===== src/rtl/maxpool_controller_pkg.sv =====
// Shared types for the max-pooling controller: FSM states, default data width.
// `ADDR_SZ (address width) defaults here unless the build predefines it.
`ifndef ADDR_SZ
`define ADDR_SZ 20
`endif

package maxpool_controller_pkg;
  localparam int DATA_W_DEF = 16;

  typedef enum logic [1:0] {S_IDLE, S_ISSUE, S_DRAIN, S_DONE} state_t;

  // counter width able to hold 0..n-1, never narrower than one bit
  function automatic int cnt_w(input int n);
    return (n <= 2) ? 1 : $clog2(n);
  endfunction
endpackage


===== src/rtl/maxpool_controller_if.sv =====
// Feature-map RAM bus seen by the pooling controller: read port and write port.
interface maxpool_controller_if #(parameter int DATA_W = 16);
  logic [`ADDR_SZ-1:0] src_addr;
  logic [DATA_W-1:0]   rd_data;
  logic [`ADDR_SZ-1:0] des_addr;
  logic [DATA_W-1:0]   wr_data;
  logic                wr_en;

  modport master (output src_addr, des_addr, wr_data, wr_en, input rd_data);
  modport slave  (input src_addr, des_addr, wr_data, wr_en, output rd_data);
endinterface


===== src/rtl/maxpool_addr_gen.sv =====
// Window walker: nested c/r/k/dy/dx counters, source/destination address
// arithmetic and first/last-of-window flags for the current read.
module maxpool_addr_gen
  import maxpool_controller_pkg::*;
#(
  parameter int WIDTH_SRC  = 24,
  parameter int HEIGHT_SRC = 24,
  parameter int DEPTH_SRC  = 128,
  parameter int STRIDE     = 2
) (
  input  logic                clk,
  input  logic                rst_n,
  input  logic                i_adv,
  output logic [`ADDR_SZ-1:0] o_src_addr,
  output logic [`ADDR_SZ-1:0] o_des_addr,
  output logic                o_first,
  output logic                o_last,
  output logic                o_end
);
  localparam int OW = WIDTH_SRC / STRIDE;
  localparam int OH = HEIGHT_SRC / STRIDE;
  localparam int SW = cnt_w(STRIDE);
  localparam int KW = cnt_w(OW);
  localparam int RW = cnt_w(OH);
  localparam int CW = cnt_w(DEPTH_SRC);
  localparam int AW = `ADDR_SZ;

  logic [SW-1:0] r_dx, r_dy;
  logic [KW-1:0] r_k;
  logic [RW-1:0] r_r;
  logic [CW-1:0] r_c;
  logic w_dx_max, w_dy_max, w_k_max, w_r_max, w_c_max;
  logic [AW-1:0] w_x, w_y;

  assign w_dx_max = (r_dx == SW'(STRIDE - 1));
  assign w_dy_max = (r_dy == SW'(STRIDE - 1));
  assign w_k_max  = (r_k  == KW'(OW - 1));
  assign w_r_max  = (r_r  == RW'(OH - 1));
  assign w_c_max  = (r_c  == CW'(DEPTH_SRC - 1));

  always_ff @(posedge clk or negedge rst_n) begin
    if (!rst_n) begin
      r_dx <= '0; r_dy <= '0; r_k <= '0; r_r <= '0; r_c <= '0;
    end else if (i_adv) begin
      r_dx <= w_dx_max ? '0 : r_dx + SW'(1);
      if (w_dx_max) begin
        r_dy <= w_dy_max ? '0 : r_dy + SW'(1);
        if (w_dy_max) begin
          r_k <= w_k_max ? '0 : r_k + KW'(1);
          if (w_k_max) begin
            r_r <= w_r_max ? '0 : r_r + RW'(1);
            if (w_r_max) r_c <= w_c_max ? '0 : r_c + CW'(1);
          end
        end
      end
    end
  end

  // all arithmetic deliberately wraps at the address width
  assign w_x        = AW'(r_k) * AW'(STRIDE) + AW'(r_dx);
  assign w_y        = AW'(r_r) * AW'(STRIDE) + AW'(r_dy);
  assign o_src_addr = w_x + AW'(WIDTH_SRC) * (w_y + AW'(HEIGHT_SRC) * AW'(r_c));
  assign o_des_addr = AW'(r_k) + AW'(OW) * (AW'(r_r) + AW'(OH) * AW'(r_c));
  assign o_first    = (r_dx == '0) && (r_dy == '0);
  assign o_last     = w_dx_max && w_dy_max;
  assign o_end      = o_last && w_k_max && w_r_max && w_c_max;
endmodule


===== src/rtl/maxpool_controller.sv =====
// STRIDE x STRIDE max-pooling controller: one read per enabled cycle, one write per window.
// Define MAXPOOL_RELU_EN to clamp negative pooled values to zero on the write path.
module maxpool_controller
  import maxpool_controller_pkg::*;
#(
  parameter int WIDTH_SRC  = 24,
  parameter int HEIGHT_SRC = 24,
  parameter int DEPTH_SRC  = 128,
  parameter int STRIDE     = 2,
  parameter int DATA_W     = DATA_W_DEF,
  parameter int RD_LATENCY = 1
) (
  input  logic clk,
  input  logic reset_n,
  input  logic enable,
  output logic done,
  maxpool_controller_if.master bus
);
  typedef struct packed {
    logic                vld;
    logic                first;
    logic                last;
    logic [`ADDR_SZ-1:0] des;
  } tok_t;

  state_t                     r_state;
  tok_t [RD_LATENCY:0]        r_tok;
  logic [`ADDR_SZ-1:0]        r_src_addr, r_des_addr;
  logic signed [DATA_W-1:0]   r_acc, r_wr_data;
  logic                       r_wr_en, r_done;
  logic signed [DATA_W-1:0]   w_rd, w_max, w_res;
  logic [`ADDR_SZ-1:0]        w_src, w_des;
  logic                       w_issue, w_busy, w_first, w_last, w_end;
  tok_t                       w_arr;

  maxpool_addr_gen #(
    .WIDTH_SRC(WIDTH_SRC), .HEIGHT_SRC(HEIGHT_SRC),
    .DEPTH_SRC(DEPTH_SRC), .STRIDE(STRIDE)
  ) u_agen (
    .clk(clk), .rst_n(reset_n), .i_adv(w_issue),
    .o_src_addr(w_src), .o_des_addr(w_des),
    .o_first(w_first), .o_last(w_last), .o_end(w_end)
  );

  assign w_issue = enable && (r_state == S_IDLE || r_state == S_ISSUE);

  always_comb begin
    w_busy = 1'b0;
    for (int i = 0; i <= RD_LATENCY; i++) w_busy |= r_tok[i].vld;
  end

  // token at the tail lines up with rd_data for its address
  assign w_arr = r_tok[RD_LATENCY];
  assign w_rd  = bus.rd_data;
  assign w_max = (w_arr.first || w_rd > r_acc) ? w_rd : r_acc;
`ifdef MAXPOOL_RELU_EN
  assign w_res = w_max[DATA_W-1] ? '0 : w_max;
`else
  assign w_res = w_max;
`endif

  always_ff @(posedge clk or negedge reset_n) begin
    if (!reset_n) begin
      r_state    <= S_IDLE;
      r_tok      <= '0;
      r_src_addr <= '0;
      r_des_addr <= '0;
      r_acc      <= '0;
      r_wr_data  <= '0;
      r_wr_en    <= 1'b0;
      r_done     <= 1'b0;
    end else begin
      r_tok[0] <= w_issue ? tok_t'{vld: 1'b1, first: w_first, last: w_last, des: w_des} : '0;
      for (int i = 1; i <= RD_LATENCY; i++) r_tok[i] <= r_tok[i-1];
      if (w_issue) r_src_addr <= w_src;
      if (w_arr.vld) r_acc <= w_max;
      r_wr_en <= w_arr.vld && w_arr.last;
      if (w_arr.vld && w_arr.last) begin
        r_wr_data  <= w_res;
        r_des_addr <= w_arr.des;
      end
      case (r_state)
        S_IDLE, S_ISSUE: if (w_issue) r_state <= w_end ? S_DRAIN : S_ISSUE;
        // pipe empties on the same edge the final write is registered
        S_DRAIN: if (!w_busy) begin
          r_state <= S_DONE;
          r_done  <= 1'b1;
        end
        default: r_state <= S_DONE;
      endcase
    end
  end

  assign bus.src_addr = r_src_addr;
  assign bus.des_addr = r_des_addr;
  assign bus.wr_data  = r_wr_data;
  assign bus.wr_en    = r_wr_en;
  assign done         = r_done;
endmodule


===== src/flat_wrapper.sv =====
// flat-port wrapper written by rule: the top's interface ports become plain ports
module maxpool_controller_flat import maxpool_controller_pkg::*;
#(
  parameter int WIDTH_SRC  = 24,
  parameter int HEIGHT_SRC = 24,
  parameter int DEPTH_SRC  = 128,
  parameter int STRIDE     = 2,
  parameter int DATA_W     = DATA_W_DEF,
  parameter int RD_LATENCY = 1
)
  (clk, reset_n, enable, done, bus_src_addr, bus_des_addr, bus_wr_data, bus_wr_en, bus_rd_data);
  maxpool_controller_if #(.DATA_W(DATA_W)) bus_i ();
  input  logic clk;
  input  logic reset_n;
  input  logic enable;
  output logic done;
  output wire logic [$bits(bus_i.src_addr)-1:0] bus_src_addr;
  output wire logic [$bits(bus_i.des_addr)-1:0] bus_des_addr;
  output wire logic [$bits(bus_i.wr_data)-1:0] bus_wr_data;
  output wire logic [$bits(bus_i.wr_en)-1:0] bus_wr_en;
  input wire logic [$bits(bus_i.rd_data)-1:0] bus_rd_data;
  assign bus_src_addr = bus_i.src_addr;
  assign bus_des_addr = bus_i.des_addr;
  assign bus_wr_data = bus_i.wr_data;
  assign bus_wr_en = bus_i.wr_en;
  assign bus_i.rd_data = bus_rd_data;
  maxpool_controller #(.WIDTH_SRC(WIDTH_SRC), .HEIGHT_SRC(HEIGHT_SRC), .DEPTH_SRC(DEPTH_SRC), .STRIDE(STRIDE), .DATA_W(DATA_W), .RD_LATENCY(RD_LATENCY)) u_core (.clk(clk), .reset_n(reset_n), .enable(enable), .done(done), .bus(bus_i));
endmodule

===== config.mk =====
export PLATFORM = sky130hd
export DESIGN_NAME = maxpool_controller_flat
export DESIGN_NICKNAME = d
export VERILOG_FILES = /design/src/rtl/maxpool_controller_pkg.sv /design/src/rtl/maxpool_controller_if.sv /design/src/rtl/maxpool_addr_gen.sv /design/src/rtl/maxpool_controller.sv /design/src/flat_wrapper.sv
export SDC_FILE = /design/constraint.sdc
export NUM_CORES = 1
export LEC_CHECK = 0
export CAP_MARGIN = 30
export CORE_MARGIN = 10
export CORE_UTILIZATION = 50
export DETAILED_ROUTE_END_ITERATION = 7
export DONT_BUFFER_PORTS = 1
export SETUP_SLACK_MARGIN = 0.1
export SLEW_MARGIN = 20
export SYNTH_ARGS = -nofsm -noshare
export SYNTH_HDL_FRONTEND = slang
export SYNTH_HIERARCHICAL = 1
export SYNTH_SLANG_ARGS = --single-unit

===== constraint.sdc =====
create_clock -name clk -period 6 [get_ports clk]
set_input_delay 0.9 -clock clk [delete_from_list [all_inputs] [get_ports clk]]
set_output_delay 0.9 -clock clk [all_outputs]
set_load 0.01 [all_outputs]

==> results of run 1 <==
synthesized netlist by cell type, types with 23 or more instances:
master / n
a21oi_1: 24
and2_1: 28
clkbuf_1: 24
dfrtp_1: 139
ha_1: 43
inv_1: 32
mux2_2: 46
nand2_1: 36
nand4_1: 24
nor2_1: 31
xnor2_1: 31
xor2_1: 23
metrics by stage:
stage | std cells | utilization, % | power (mW)
detailed placement | 857 | 51.4 | 2.45
global placement | 856 | 51.3 | 2.40
CTS | 887 | 55.3 | 3.52
global route | 888 | 55.4 | 3.71
finish | 888 | 55.4 | 3.49
floorplan | 701 | - | 2.21
critical path, cell delays in order, from the launching register on:
cell and delay (ns):
dfrtp_1 0.46, ha_1 0.34, fa_1 0.44, a211oi_1 0.41, or2_1 0.20, nand4_1 0.14, nor2_1 0.27, xnor2_1 0.15
ha_1 0.43, and2_1 0.18, a311o_1 0.31, a21oi_1 0.23, nand2b_1 0.19, o31ai_4 0.07, xnor2_1 0.20, nor4_2 0.35
xnor2_1 0.10, mux2_2 0.26
registers in the layout, summed over array words and instances (netlist names):
| signal | count |
|---|---|
| u_core/r_acc | 16 |
| u_core/done | 1 |
| u_core/r_state | 2 |
| u_core/u_agen/r_k | 4 |
| u_core/u_agen/r_dy | 1 |
| u_core/u_agen/r_dx | 1 |
| u_core/r_tok | 46 |
| u_core/bus.wr_en | 1 |
| u_core/bus.wr_data | 16 |
| u_core/u_agen/r_c | 7 |
| u_core/bus.des_addr | 20 |
| u_core/u_agen/r_r | 4 |
| u_core/bus.src_addr | 20 |
power by group through the flow:
stage / Sequential, mW / Clock, mW / Combinational [mW]
6_report: 1.41 / 1.05 / 1.02
3_5_place_dp: 1.44 / 0 / 1.01
3_3_place_gp: 1.42 / 0 / 0.974
2_1_floorplan: 1.37 / 0 / 0.844
5_1_grt: 1.45 / 1.12 / 1.14
4_1_cts: 1.42 / 1.09 / 1.02
layer usage:
layer  global-route usage [%]  vias up  routed length [µm]
met5                        0        -                   0
met1                     18.8     2484                6920
li1                         -     2467                   -
met3                     5.31       17                 855
met4                     4.84        0                 175
met2                     25.2      108                7490
layout make-up:
| type | count | area (µm²) | area share [%] |
|---|---|---|---|
| inverters | 32 | 120 | 1.44 |
| clock buffers | 24 | 482 | 5.76 |
| multi-input cells | 493 | 3870 | 46.3 |
| clock inverters | 6 | 113 | 1.35 |
| repair buffers | 6 | 65.1 | 0.778 |
| well taps | 188 | 235 | 2.81 |
| flip-flops and latches | 139 | 3480 | 41.6 |
worst max path at each step:
stage | start | endpoint | slack [ns]
floorplan | u_core/u_agen/r_c[0]$_DFFE_PN0P_ | u_core/bus.src_addr[16]$_DFFE_PN0P_ | 1.59
global placement | u_core/u_agen/r_c[0]$_DFFE_PN0P_ | u_core/bus.src_addr[16]$_DFFE_PN0P_ | 1.38
detailed placement | u_core/u_agen/r_c[0]$_DFFE_PN0P_ | u_core/bus.src_addr[17]$_DFFE_PN0P_ | 1.25
CTS | u_core/u_agen/r_c[0]$_DFFE_PN0P_ | u_core/bus.src_addr[17]$_DFFE_PN0P_ | 1.21
global route | u_core/u_agen/r_c[0]$_DFFE_PN0P_ | u_core/bus.src_addr[16]$_DFFE_PN0P_ | 0.84
finish | u_core/u_agen/r_c[0]$_DFFE_PN0P_ | u_core/bus.src_addr[17]$_DFFE_PN0P_ | 1.17
cell families (layout without fill, tap and decap cells):
family,after synthesis,count (layout),synth area share [%]
DFF,139,139,45.5
xor gates and xnor gates,54,54,6.18
other,1,4,0.0490
muxes,57,57,8.87
AOI/OAI and AO/OA,134,134,12.3
buffers and inverters,69,68,4.14
adders and majority gates,49,49,8.61
and+or+nand+nor,195,195,14.4
==> flow_summary.ini, run 1 <==
[drt]
vias = 5076
drt_wl_total_um = 15400
wl_per_cell_um = 17.4
drcViolationCount = 0
avgViaCountPerCell = 5.72
first_iter_violations = 298
drtPass1Iterations = 4
drtAntennaViolNets = 0

[die]
core-area_mm2 = 0.0151
ios = 77
fp.dieW_um = 144
initial_core_util_pct = 50.7
die_h_um = 144
die-area_mm2 = 0.0206
rows = 45

[critical_path]
cp.arrival_ns = 5.13
crit_type = reg -> reg
crit-reg2reg-launch = u_core/u_agen/r_c[0]$_DFFE_PN0P_
start_kind = flop
r2r_cells = 17
rrSetupSlack_ns = 1.17
worstReg2RegEnd = u_core/bus.src_addr[17]$_DFFE_PN0P_
end_kind = flop
cp_max_fo = 9
crit_required_ns = 6.31

[global_route]
grt_start_max_net_pins = 140
antenna_found_initial = 0
grt_pass1_vias = 5093
grt_pass1_wl_um = 25500
grt_usage_pct = 15.4
grt_overflow = 0

[placement]
port-buffer-count = 0
gp_congestion = 0.840
place_hpwl_um = 11100
placed_area_mm2 = 0.00775
pre_cts_slack_ns = 1.25

[clock_network]
cts_made_buffers = 17
cts_max_level = 4
clkLatencyLatePin_ns = 0.42
cts_hold_buf = 0
tritoncts = yes
cts-resized-gates = 0
cts-root-buf = clkbuf_16
clock-sinks = 139
post_cts_buffers = 0
clock_path_buffers = 2
clk_pin_slew_ns = 0.06

[pwr]
p_int_mw = 2.34
p_per_area_mw_per_mm2 = 417
clkPwrFrac_pct = 30.2
p_sw_share_pct = 32.9
seqPwrFrac_pct = 40.5
irDropWorstVdd_mv = 0.227
power.leakage_nw = 3.95
pwr-share-comb_pct = 29.3
power.switching_mw = 1.15

[timing]
finalCritPeriodShare_pct = 80.5
slew-limit-headroom_pct = 46.5
fin_skew_ns = 0.00911
report.final.slew_viol_count = 0
whs_ns = 0.175
period_needed_ns = 4.83
fin_ws_ns = 1.17
finalSetupViolCount = 0
hold_violations = 0
worst_pin_slew_ns = 0.803
final.setup.tns_ns = 0
max_freq_mhz = 207
rsz0062_at_grt = no

[cells_and_area]
final_area_mm2 = 0.00837
fin_nets = 757
antenna_cells = 0
syn2layout_area_growth_pct = 9.39
final_common_cell = dfrtp_1
final_cell_mix = dfrtp_1, mux2_2, ha_1
fillers = 1299
drive_above_1_share_pct = 15.3

[synth]
synth_area_per_cell_um2 = 11.0
yosys_warnings = 6
synth_area_mm2 = 0.00765
synthesis.instances = 698
yosys.area.top_type = dfrtp_1
synthFlopType = dfrtp_1
synth_cell_types = 68
yosys.area.top_type_share_pct = 45.5
seq_area_frac_synth_pct = 45.5
synth-edff-count = 0
synth-async-reset-ratio_pct = 100
synth-seq-cells = 139
synth_area_leaders = dfrtp_1, ha_1, mux2_2, xnor2_1, xor2_1

[worst_hold_path]
min_path_type = in -> async

[run_status]
status = finished clean

[flow_run]
cap_viol_max_count = 0
No activity file was read; power rests on OpenSTA's default activity.
==> run 2, diff against run 1 <==
Settings changed: PLACE_DENSITY set to 0.68.
Clock period 6 ns to 4.3 ns, I/O delays scaled along.
==> run 2 against run 1 <==
Compared with the run above:
- final area increased by 5.2%
- die area unchanged
- total power increased by 41%
- maximum frequency increased by 19%
- largest power group unchanged
- routed wire length increased by 1.6%
- clock power increased by 45%
- critical path type unchanged
==> flow_summary.ini, run 2 (synthesis gave the netlist of run 1 again) <==
[worst_hold_path]
min_path_type = in -> async

[die]
rows = 45
ios = 77
fp.dieW_um = 144
initial_core_util_pct = 50.7
core-area_mm2 = 0.0151
die_h_um = 144
die-area_mm2 = 0.0206

[pwr]
p_sw_share_pct = 33.0
power.leakage_nw = 4.11
pwr-share-comb_pct = 28.8
p_int_mw = 3.28
irDropWorstVdd_mv = 0.347
power.switching_mw = 1.62
clkPwrFrac_pct = 31.0
p_per_area_mw_per_mm2 = 557
seqPwrFrac_pct = 40.3

[global_route]
grt_pass1_vias = 5225
antenna_found_initial = 0
grt_usage_pct = 15.6
grt_overflow = 0
grt_pass1_wl_um = 26100
grt_start_max_net_pins = 140

[cells_and_area]
largest_register_ffs = 46
final_cell_mix = dfrtp_1, mux2_2, nand2_1, ha_1, inv_1
final_area_mm2 = 0.00880
syn2layout_area_growth_pct = 15.1
antenna_cells = 0
largest_register = u_core/r_tok
fin_nets = 783
drive_above_1_share_pct = 23.4
final_common_cell = dfrtp_1
multi_input_area_mm2 = 0.00408
fillers = 1184
seq_area_mm2 = 0.00348

[critical_path]
cp_max_fo = 4
cp.arrival_ns = 4.37
start_kind = flop
crit_type = reg -> reg
end_kind = flop
crit_required_ns = 4.60

[placement]
port-buffer-count = 0
placed_area_mm2 = 0.00785
place_hpwl_um = 11000
gp_congestion = 0.860

[timing]
fin_skew_ns = 0.00925
rsz0062_at_grt = yes
finalCritPeriodShare_pct = 94.7
worst_pin_slew_ns = 0.770
report.final.slew_viol_count = 0
final.setup.tns_ns = 0
finalSetupViolCount = 0
max_freq_mhz = 246
period_needed_ns = 4.07
hold_violations = 0
slew-limit-headroom_pct = 48.7

[clock_network]
clock-sinks = 139
cts-root-buf = clkbuf_16
cts_made_buffers = 17
clkLatencyLatePin_ns = 0.42
clock_path_buffers = 2
tritoncts = yes
clk_pin_slew_ns = 0.06
cts_max_level = 4

[drt]
drtPass1Iterations = 4
avgViaCountPerCell = 5.74
first_iter_violations = 270
vias = 5259
drcViolationCount = 0
wl_per_cell_um = 17.1
drt_wl_total_um = 15700
drtAntennaViolNets = 0

[run_status]
status = finished clean

[flow_run]
cap_viol_max_count = 0
==> run 2: cell count changes in the layout (fill, tap and decap cells not counted), sizes merged <==
cell / before / now
buf: 6 / 32
clkinv: 3 / 1
clkinvlp: 0 / 2
inv: 32 / 34
==> run 2: critical path, cell delays in order, from the launching register on <==
cell and delay [ns]:
dfrtp_1 0.40, ha_2 0.19, fa_2 0.39, a211oi_4 0.25, o21bai_1 0.13, and2_4 0.20, xnor2_4 0.22, ha_4 0.25
a21o_1 0.21, and2_1 0.16, a311o_1 0.33, a21oi_2 0.16, nand2b_4 0.15, o31ai_4 0.05, xnor2_1 0.34, buf_4 0.20
nor3_1 0.05, mux2_2 0.27
==> run 2: layer usage <==
metal / up-vias / global-route usage [%] / routed length (µm)
li1: 2536 / - / -
met1: 2595 / 19.4 / 6950
met2: 110 / 25.2 / 7650
met3: 18 / 5.08 / 862
met4: 0 / 5.27 / 223
met5: - / 0 / 0
==> run 2: final cells by class <==
class | count | share of cell area (%)
inverter | 32 | 1.36
tap | 188 | 2.67
timing repair buffer | 32 | 2.96
clock inverter | 8 | 1.49
multi-input combinational | 493 | 46.4
sequential | 139 | 39.5
clock buffer | 24 | 5.59
==> run 2: worst paths after layout <==
check                                                  from                                  end  slack (ns)  cells after the start
setup / recovery           u_core/u_agen/r_c[1]$_DFFE_PN0P_  u_core/bus.src_addr[18]$_DFFE_PN0P_        0.23                     17
min in group clk                  u_core/r_tok[6]$_DFF_PN0_           u_core/r_tok[29]$_DFF_PN0_        0.34                      0
hold reg to reg                   u_core/r_tok[6]$_DFF_PN0_           u_core/r_tok[29]$_DFF_PN0_        0.34                      0
setup reg to reg           u_core/u_agen/r_c[1]$_DFFE_PN0P_  u_core/bus.src_addr[18]$_DFFE_PN0P_        0.23                     17
hold / removal                                      reset_n   u_core/bus.src_addr[5]$_DFFE_PN0P_        0.21                      1
max in group asynchronous                           reset_n     u_core/u_agen/r_c[2]$_DFFE_PN0P_        3.59                      1
==> run 2: power by group through the flow <==
stage | Clock [mW] | Sequential, mW | Combinational [mW]
after floorplan | 0 | 1.90 | 1.18
after global placement | 0 | 1.99 | 1.32
after detailed placement | 0 | 2.01 | 1.37
after CTS | 1.56 | 1.98 | 1.41
after global routing | 1.62 | 2.03 | 1.58
final | 1.52 | 1.97 | 1.41
==> run 2: what timing repair did <==
| action | in CTS | in global routing |
|---|---|---|
| buffers inserted | 6 | 7 |
| hold endpoints to repair | 139 | 0 |
| gates resized for setup | 7 | 30 |
| hold buffers | 1 | 0 |
| gates cloned | 0 | 0 |
| endpoints found under the setup margin | 3 | 9 |
| pin swaps | 5 | 11 |
==> run 2: metrics by stage <==
| step | utilization, % | std cells | power [mW] | worst slack [ns] | hold WS (ns) |
|---|---|---|---|---|---|
| global placement | 52.0 | 869 | 3.31 | 0.103 | 0.333 |
| detailed placement | 52.0 | 870 | 3.38 | -0.00162 | 0.335 |
| finish | 58.3 | 916 | 4.90 | 0.227 | 0.209 |
| CTS | 56.9 | 909 | 4.96 | 0.126 | 0.247 |
| global route | 58.3 | 916 | 5.23 | 0.0167 | 0.247 |
| floorplan | - | 701 | 3.08 | 0.107 | 0.331 |
==> run 3, diff against run 2 <==
Settings changed: CORE_UTILIZATION 50 to 30, PLACE_DENSITY 0.68 to unset.
==> run 3 against run 2 <==
Compared with the run above:
- utilization decreased by 23 points
- routed wire length increased by 6.1%
- via count decreased by 0.89%
- worst hold slack got worse by 0.028 ns
- sequential cell count unchanged
- first-iteration DRC count increased by 7.8%
- clock power decreased by 6%
- total power decreased by 1.2%
- final cell count increased by 15%
- sequential power about the same
- global-route usage decreased by 5.4 points
- largest cell class unchanged
- highest routed layer unchanged
==> flow_summary.ini, run 3 (synthesis gave the netlist of run 1 again) <==
[run_status]
status = finished clean

[cells_and_area]
drive_above_1_share_pct = 22.1
largest_register = u_core/r_tok
final_common_cell = dfrtp_1
largest_register_ffs = 46
fin_nets = 778
antenna_cells = 0
syn2layout_area_growth_pct = 16.2
final_cell_mix = dfrtp_1, mux2_2, ha_1
final_area_mm2 = 0.00888

[pwr]
irDropWorstVdd_mv = 0.328
p_per_area_mw_per_mm2 = 545
power.leakage_nw = 4.09

[placement]
port-buffer-count = 0
gp_congestion = 0.868
placed_area_mm2 = 0.00806
place_hpwl_um = 11600

[die]
fp.dieW_um = 180
die-area_mm2 = 0.0323
initial_core_util_pct = 30.5
die_h_um = 180
rows = 58
core-area_mm2 = 0.0251
ios = 77

[critical_path]
cp.arrival_ns = 4.42
critPathLaunch = u_core/u_agen/r_c[1]$_DFFE_PN0P_
cp_max_fo = 4
start_kind = flop
crit_type = reg -> reg
crit-reg2reg-launch = u_core/u_agen/r_c[1]$_DFFE_PN0P_
end_kind = flop
crit_required_ns = 4.60

[global_route]
grt_overflow = 0
grt_start_max_net_pins = 140
grt_usage_pct = 10.2
antenna_found_initial = 0
grt_pass1_vias = 5142
grt_pass1_wl_um = 27100

[clock_network]
cts_made_buffers = 17
clk_pin_slew_ns = 0.06
clock-sinks = 139
cts_max_level = 4
cts-root-buf = clkbuf_16
clkLatencyLatePin_ns = 0.42
clock_path_buffers = 2
tritoncts = yes

[worst_hold_path]
min_path_type = in -> async

[timing]
rsz0062_at_grt = yes
worst_pin_slew_ns = 0.822
period_needed_ns = 4.11
finalCritPeriodShare_pct = 95.7
slew-limit-headroom_pct = 45.2
hold_violations = 0
final.setup.tns_ns = 0
report.final.slew_viol_count = 0
max_freq_mhz = 243
finalSetupViolCount = 0
fin_skew_ns = 0.00923

[drt]
drt_wl_total_um = 16600
wl_per_cell_um = 15.8
first_iter_violations = 291
vias = 5212
drtPass1Iterations = 5
drcViolationCount = 0
avgViaCountPerCell = 4.95
drtAntennaViolNets = 0

[flow_run]
cap_viol_max_count = 0
## run 3: changes by cell type in the layout (fill, tap and decap cells not counted), moves of 2 or more
cell / before / now
and2_1: 24 / 26
buf_4: 31 / 25
clkbuf_8: 4 / 2
clkinv_2: 0 / 4
ha_1: 35 / 40
ha_2: 4 / 0
inv_6: 2 / 0
xnor2_1: 27 / 24
xnor2_2: 2 / 6
## run 3: final cells by class
class,count,area [µm²]
inverter,32,120
clock buffer,21,460
sequential,139,3480
tap,330,413
timing repair buffer,27,235
clock inverter,11,120
multi-input combinational,493,4050
fill,2479,16200
## run 3: worst paths after layout
path                                                       end  slack [ns]  depth (start not counted)
max                        u_core/bus.src_addr[16]$_DFFE_PN0P_        0.19                         17
min                          u_core/bus.wr_data[4]$_DFFE_PN0P_        0.18                          1
max reg2reg                u_core/bus.src_addr[16]$_DFFE_PN0P_        0.19                         17
min reg2reg                         u_core/r_tok[26]$_DFF_PN0_        0.35                          0
max in group asynchronous  u_core/bus.des_addr[10]$_DFFE_PN0P_        3.56                          1
min in group clk                    u_core/r_tok[26]$_DFF_PN0_        0.35                          0
## run 3: report_power, final
part	internal [mW]	switching, mW	leakage (nW)
clock network	0.881	0.547	0.279
logic	0.679	0.758	2.07
registers	1.63	0.344	1.75
## run 3: routing by layer
layer	wire [µm]	global-route usage, %	up-vias
met3	1190	3.78	18
li1	-	-	2514
met4	302	4.30	0
met2	7750	15.8	107
met5	0	0	-
met1	7390	12.6	2573
## run 3: what timing repair did
| item | 4_1_cts | 5_1_grt |
|---|---|---|
| resized for setup | 11 | 19 |
| setup buffers | 2 | 3 |
| hold buffers | 1 | 0 |
| pin swaps | 3 | 13 |
| endpoints found under the hold margin | 139 | 0 |
| gates cloned | 0 | 0 |
| setup endpoints to repair | 4 | 9 |
## run 3: critical path, stage by stage, from the launching register on
cell	delay [ns]
dfrtp_2	0.43
ha_4	0.18
fa_2	0.43
a211oi_4	0.24
or2_1	0.17
nand4_1	0.16
nor2_2	0.18
xnor2_2	0.09
ha_1	0.35
a21oi_2	0.16
o21ai_1	0.12
o21bai_4	0.20
a21o_1	0.17
a21oi_2	0.19
xnor2_2	0.13
or3_4	0.39
xor2_1	0.14
mux2_2	0.25
## run 3: through the flow
step / instances / hold WS (ns) / utilization [%] / setup WS (ns) / power (mW)
2_1_floorplan: 701 / 0.331 / - / 0.107 / 3.08
3_3_place_gp: 1014 / 0.331 / 32.0 / 0.0815 / 3.39
3_5_place_dp: 1015 / 0.335 / 32.1 / 0.0205 / 3.42
4_1_cts: 1050 / 0.236 / 34.9 / 0.101 / 4.92
5_1_grt: 1053 / 0.251 / 35.4 / 0.00130 / 5.19
6_report: 1053 / 0.180 / 35.4 / 0.186 / 4.84
